`config.mk`:
```
export PLATFORM = sky130hd
export DESIGN_NAME = ff_ptr_ctrl
export DESIGN_NICKNAME = d
export VERILOG_FILES = /design/src/rtl/ff_ptr_ctrl.sv
export SDC_FILE = /design/constraint.sdc
export NUM_CORES = 1
export LEC_CHECK = 0
export BUFFER_PORTS_ARGS = -buffer_cell sky130_fd_sc_hd__buf_2
export CORE_ASPECT_RATIO = 0.7
export CORE_MARGIN = 2
export CORE_UTILIZATION = 46
export DETAILED_ROUTE_END_ITERATION = 10
export HOLD_SLACK_MARGIN = 0.02
export PLACE_DENSITY = 0.76
export SYNTH_ARGS = -nofsm -noshare
export SYNTH_HDL_FRONTEND = slang
export SYNTH_SLANG_ARGS = --single-unit
```
`constraint.sdc`:
```
create_clock -name clk -period 2.6 [get_ports clk]
set_input_delay 0.52 -clock clk [delete_from_list [all_inputs] [get_ports clk]]
set_output_delay 0.52 -clock clk [all_outputs]
set_load 0.1 [all_outputs]
```
`src/rtl/ff_ptr_ctrl.sv`:
```
// ff_ptr_ctrl: per-channel FIFO pointer, occupancy, status-flag and sticky-error control.
// Every output is registered. The flags are derived from the next occupancy, so they stay in step with ff_occ.
module ff_ptr_ctrl #(
    parameter int FF_DEPTH  = 16,
    parameter int NUM_INTFS = 1,
    parameter int AFULL_TH  = FF_DEPTH - 2,
    parameter int AEMPTY_TH = 2,
    localparam int PTR_W    = $clog2(FF_DEPTH),
    localparam int OCC_W    = $clog2(FF_DEPTH + 1)
) (
    input  logic                       clk,
    input  logic                       rst_n,
    input  logic [NUM_INTFS-1:0]       ff_flush,
    input  logic [NUM_INTFS-1:0]       ff_wr_en,
    input  logic [NUM_INTFS-1:0]       ff_rd_en,
    input  logic [NUM_INTFS-1:0]       ff_clr_err,
    output logic [NUM_INTFS*PTR_W-1:0] ff_wr_ptr,
    output logic [NUM_INTFS*PTR_W-1:0] ff_rd_ptr,
    output logic [NUM_INTFS*OCC_W-1:0] ff_occ,
    output logic [NUM_INTFS-1:0]       ff_full,
    output logic [NUM_INTFS-1:0]       ff_empty,
    output logic [NUM_INTFS-1:0]       ff_afull,
    output logic [NUM_INTFS-1:0]       ff_aempty,
    output logic [NUM_INTFS-1:0]       ff_ovrflw,
    output logic [NUM_INTFS-1:0]       ff_undrflw
);
    for (genvar i = 0; i < NUM_INTFS; i++) begin : g_ch
        logic [PTR_W-1:0] wp, rp;
        logic [OCC_W-1:0] occ, occ_n;
        logic full, empty, afull, aempty, ovr, und, wacc, racc;
        // Flush masks both requests, so it can neither move a pointer nor raise an error.
        assign wacc  = ff_wr_en[i] & ~full & ~ff_flush[i];
        assign racc  = ff_rd_en[i] & ~empty & ~ff_flush[i];
        assign occ_n = ff_flush[i] ? '0 : occ + OCC_W'(wacc) - OCC_W'(racc);
        always_ff @(posedge clk or negedge rst_n) begin
            if (!rst_n) begin
                wp     <= '0;
                rp     <= '0;
                occ    <= '0;
                full   <= 1'b0;
                empty  <= 1'b1;
                afull  <= 1'b0;
                aempty <= 1'b1;
                ovr    <= 1'b0;
                und    <= 1'b0;
            end else begin
                wp     <= ff_flush[i] ? '0 : !wacc ? wp : wp == PTR_W'(FF_DEPTH - 1) ? '0 : wp + PTR_W'(1);
                rp     <= ff_flush[i] ? '0 : !racc ? rp : rp == PTR_W'(FF_DEPTH - 1) ? '0 : rp + PTR_W'(1);
                occ    <= occ_n;
                full   <= occ_n == OCC_W'(FF_DEPTH);
                empty  <= occ_n == '0;
                afull  <= occ_n >= OCC_W'(AFULL_TH);
                aempty <= occ_n <= OCC_W'(AEMPTY_TH);
                ovr    <= (~ff_flush[i] & ff_wr_en[i] & full) | (ovr & ~ff_clr_err[i]);
                und    <= (~ff_flush[i] & ff_rd_en[i] & empty) | (und & ~ff_clr_err[i]);
            end
        end
        assign ff_wr_ptr[i*PTR_W +: PTR_W] = wp;
        assign ff_rd_ptr[i*PTR_W +: PTR_W] = rp;
        assign ff_occ[i*OCC_W +: OCC_W]    = occ;
        assign ff_full[i]                  = full;
        assign ff_empty[i]                 = empty;
        assign ff_afull[i]                 = afull;
        assign ff_aempty[i]                = aempty;
        assign ff_ovrflw[i]                = ovr;
        assign ff_undrflw[i]               = und;
    end
endmodule

```
Word-level counts from Yosys, hierarchy flattened
Index checks and enable logic that the tools add are counted.
Storage, ports and cells
  register bits: 19
Operators by class
  add/subtract/negate cells: 4
  order comparisons: 2
  equal/unequal tests: 3
  mux-type cells: 7
  bitwise operators: 16
  reduce and logical (&&, ||, !) cells: 3
Operators by type and width (count)
  4-bit two-way mux: 6
  1-bit AND: 10
  4-bit by 1-bit adder with 4-bit output (second input constant): 2
  4-bit equality test (second input constant): 2
  5-bit by 1-bit adder with 5-bit output: 1
  5-bit equality test (second input constant): 1
  5-bit by 4-bit greater-or-equal comparator with 1-bit output (second input constant): 1
  5-bit by 2-bit less-or-equal comparator with 1-bit output (second input constant): 1
  5-bit logical NOT: 1
  5-bit two-way mux: 1
  5-bit by 1-bit subtractor with 5-bit output: 1
  1-bit NOT: 4
  2-bit nonzero test: 2
  1-bit OR: 2

Logic depth before layout (Yosys ltp)
  depth after elaboration: 7
  mapped depth: 10
  depth with buffers taken out: 10

Worst setup path after synthesis
OpenSTA, ideal clock, no wires.
  path type: register to register
  from: reg g_ch[0].full (netlist: ff_full)
  to: reg g_ch[0].afull (netlist: ff_afull)
  setup time: 78 ps
  arrival: 2930 ps
  setup slack: -408 ps
  stages on the path, launching flop included: 10
  path buffers: 0
  clock period less this slack: 3008 ps
  cells stage by stage: dfrtp_1 and2b_1 nand2b_1 ha_1 inv_1 ha_1 fa_1 xnor2_1 or4b_1 a21oi_1
Between the ends
  longest elaborated chain between the ends: 7
Ends and longest elaborated chain
  start, declared: RTL line 30  | logic full, empty, afull, aempty, ovr, und, wacc, racc;
  start signal, assigned: RTL line 50  | full <= occ_n == OCC_W'(FF_DEPTH);
  1-bit NOT: RTL line 32  | assign wacc = ff_wr_en[i] & ~full & ~ff_flush[i];
  1-bit AND (2 in a row): RTL line 32
  5-bit by 1-bit adder with 5-bit output: RTL line 34  | assign occ_n = ff_flush[i] ? '0 : occ + OCC_W'(wacc) - OCC_W'(racc);
  5-bit by 1-bit subtractor with 5-bit output: RTL line 34
  5-bit two-way mux: RTL line 34
  5-bit by 4-bit greater-or-equal comparator with 1-bit output: RTL line 52  | afull <= occ_n >= OCC_W'(AFULL_TH);
  end signal, assigned: RTL line 52
  end, declared: RTL line 30
Every way passes these cells.
A chain may end at the register's enable or synchronous reset.

Final worst setup path
  from: reg g_ch[0].full (netlist: ff_full)
  to: reg g_ch[0].empty (netlist: ff_empty)
Between the ends
  longest elaborated chain between the ends: 7
Ends and longest elaborated chain
  1-bit NOT: RTL line 32
  1-bit AND (2 in a row): RTL line 32
  5-bit by 1-bit adder with 5-bit output: RTL line 34
  5-bit by 1-bit subtractor with 5-bit output: RTL line 34
  5-bit two-way mux: RTL line 34
  5-bit logical NOT: RTL line 51  | empty <= occ_n == '0;
  end signal, assigned: RTL line 41  | empty <= 1'b1;
  end signal, assigned: RTL line 51
  end, declared: RTL line 30
Every way passes these cells.

==> impl_metrics.tcl <==
set metrics [dict create \
    outcome "finished clean" \
    gp_congestion 0.900 \
    nets 143 \
    synth-edff-count 0 \
    grt_max_degree 20 \
    grt_usage_pct 18.2 \
    die_y_um 42.7 \
    place_ws_ps 33.3 \
    setup.worst_path.start "ff_full$_DFF_PN0_" \
    grt_pass1_wl_mm 3.38 \
    drv_slew 0 \
    synth_xor_area_share_pct 4.46 \
    synthCells 98 \
    cts_root_buffer "clkbuf_4" \
    worstHoldPathType "input pin to asynchronous set/reset pin" \
    antenna_found_initial 0 \
    via_count 779 \
    synth-seq-cells 19 \
    setup_tns_ps 0 \
    setup_viol 0 \
    dieArea_um2 2530 \
    maxCapViolCount 0 \
    cts_htree_levels 1 \
    path_cells "and2b_2 -> nand2b_1 -> ha_1 -> inv_1 -> ha_2 -> fa_2 -> a21o_2 -> a21oi_4 -> xnor2_2 -> a41o_2" \
    postSynth.asyncResetShare_pct 100 \
    period_minus_slack_ps 2520 \
    std_cell_rows 13 \
    dr.pass1.iters 3 \
    io_buffer_count 24 \
    die_x_um 59.2 \
    synth_top_family_by_area "simple AND/OR/NAND/NOR gates" \
    fin_ws_ps 81.0 \
    via_per_inst 5.19 \
    yosysSeqAreaShare_pct 48.7 \
    reg2reg_from "ff_full$_DFF_PN0_" \
    r2r_end "ff_empty$_DFF_PN1_" \
    netlist_area_um2 982 \
    slew_headroom_pct 67.8 \
    syn_to_final_growth_pct 24.1 \
    cts_buffer_depth 2 \
    rrSetupSlack_ps 80 \
    dp_cells 146 \
    required_ps 2840 \
    wirelength_mm 2.00 \
    dpl.hpwl_mm 1.56 \
    path_buf_inv 1 \
    cpPeakStageDelay_ps 490 \
    arrival_ps 2760 \
    synth_fp_nets 112 \
    start_kind "flip-flop" \
    overflow 0 \
    cp-endpoint "ff_empty$_DFF_PN1_" \
    final_common_cell "buf_2" \
    grt_pass1_vias 771 \
    crit_type "flip-flop to flip-flop" \
    numCtsBuffers 3 \
    final_layout_size_suffix_gt1_share_pct 34.4 \
    fin_worst_skew_ps 4.03 \
    ios 25 \
    path_max_fanout 5 \
    synth-main-ff-cell "dfrtp_1" \
    core-area_um2 1940 \
    ant_nets 0 \
    drtIter0Drc 6 \
    cts_tree "built" \
    cts_hold_buf 0 \
    fin_crit_sh_pct 96.9 \
    diodes 0 \
    cp_slowest_cell "dfrtp_4" \
    clock-sinks 19 \
    max_freq_mhz 397 \
    syn_avg_cell_area_um2 10.0 \
    routedWlPerCell_um 13.3 \
    synth_cell_types 29 \
    yosys.area_share.simple_pct 18.1 \
    synth_mux_area_share_pct 2.04 \
    grt_setup_unrepaired "yes" \
    fin_util_pct 63.0 \
    final_cell_mix "buf_2 (24), dfrtp_1 (16), nand2_1 (11)" \
    initial_utilization_pct 50.7 \
    crit_family "adder cells" \
    final_hold_viol_count 0 \
    ys_warn_count 0 \
    clk_latency_ps 290 \
    synth-adder-area-share_pct 11.0 \
    synth-compound-area-share_pct 12.0 \
    finalNonFillerCells 150 \
    drc 0 \
    reg2reg_depth 10 \
    path_depth 10 \
    clkTransAtPathRegs_ps 100 \
    crit_path_end_kind "flip-flop" \
    worst_slew_pin_slew_ps 486 \
]
==> logic make-up after synthesis <==
group	count (synthesis)
xor gates and xnor gates	5
and+or+nand+nor	35
AOI/OAI and AO/OA	19
buffers and inverters	10
adders and majority gates	8
muxes	2
DFF	19
==> sequential cells by signal, summed over array words and instances, names as in the netlist <==
signal	count
ff_undrflw	1
ff_full	1
ff_aempty	1
ff_wr_ptr	4
ff_empty	1
ff_occ	5
ff_rd_ptr	4
ff_ovrflw	1
ff_afull	1
==> layout make-up <==
cell class              instances  area, µm²
well taps                      22       27.5
fillers                       152        717
inverters                       8       30.0
multi-input cells              69        499
repair buffers                 28        150
flip-flops and latches         19        485
clock buffers                   4       26.3
==> synth_stat cells (2+ instances only) <==
library cell   n  share of area (%)
inv_1          8                3.1
nand2b_1       2                1.3
xnor2_1        2                1.8
o21ai_0        3                1.5
xor2_1         3                2.7
a41o_2         2                2.3
ha_1           7                8.9
nand2_1       11                4.2
nor2_1         9                3.4
dfstp_2        2                5.4
dfrtp_1       17                 43
mux2i_1        2                2.0
nor2b_1        3                1.9
clkbuf_1       2               0.76
a21oi_1       10                5.1
or3_1          2                1.3
==> worst register-to-register path, stage by stage, from the launching register on <==
cell and delay (ps):
dfrtp_4 490, and2b_2 230, nand2b_1 60, ha_1 270
inv_1 40, ha_2 180, fa_2 400, a21o_2 230
a21oi_4 140, xnor2_2 130, a41o_2 290
==> per-layer routing <==
layer	track usage [%]	wire, µm	vias up
met4	2.73	10	0
li1	-	-	396
met2	30.3	950	16
met1	23.0	935	364
met5	0	0	-
met3	6.40	98	3
==> per-stage QoR <==
| step | instance area, µm² | hold slack, ps |
|---|---|---|
| finish | 1220 | 139 |
| detailed placement | 1180 | 480 |
| floorplan | 1010 | 224 |
| CTS | 1210 | 147 |
| global route | 1220 | 151 |
| global placement | 1180 | 477 |
==> how the worst min path moves through the flow <==
stage	start	cells after the start	slack, ps	to
finish	rst_n	1	140	ff_wr_ptr[1]$_DFFE_PN0P_
global route	rst_n	1	150	ff_wr_ptr[0]$_DFFE_PN0P_
CTS	rst_n	1	150	ff_occ[0]$_DFF_PN0_
detailed placement	rst_n	1	480	ff_occ[0]$_DFF_PN0_
global placement	rst_n	1	480	ff_wr_ptr[1]$_DFFE_PN0P_
floorplan	rst_n	0	220	ff_afull$_DFF_PN0_
==> timing repair <==
| item | 4_1_cts | 5_1_grt |
|---|---|---|
| resized for setup | 0 | 1 |
| buffers inserted | 0 | 0 |
| endpoints found under the setup margin | 0 | 3 |
| endpoints found under the hold margin | 0 | 0 |
Power is not shown: default switching activity piles up to over one toggle a cycle in this logic, so the estimate is an artifact.
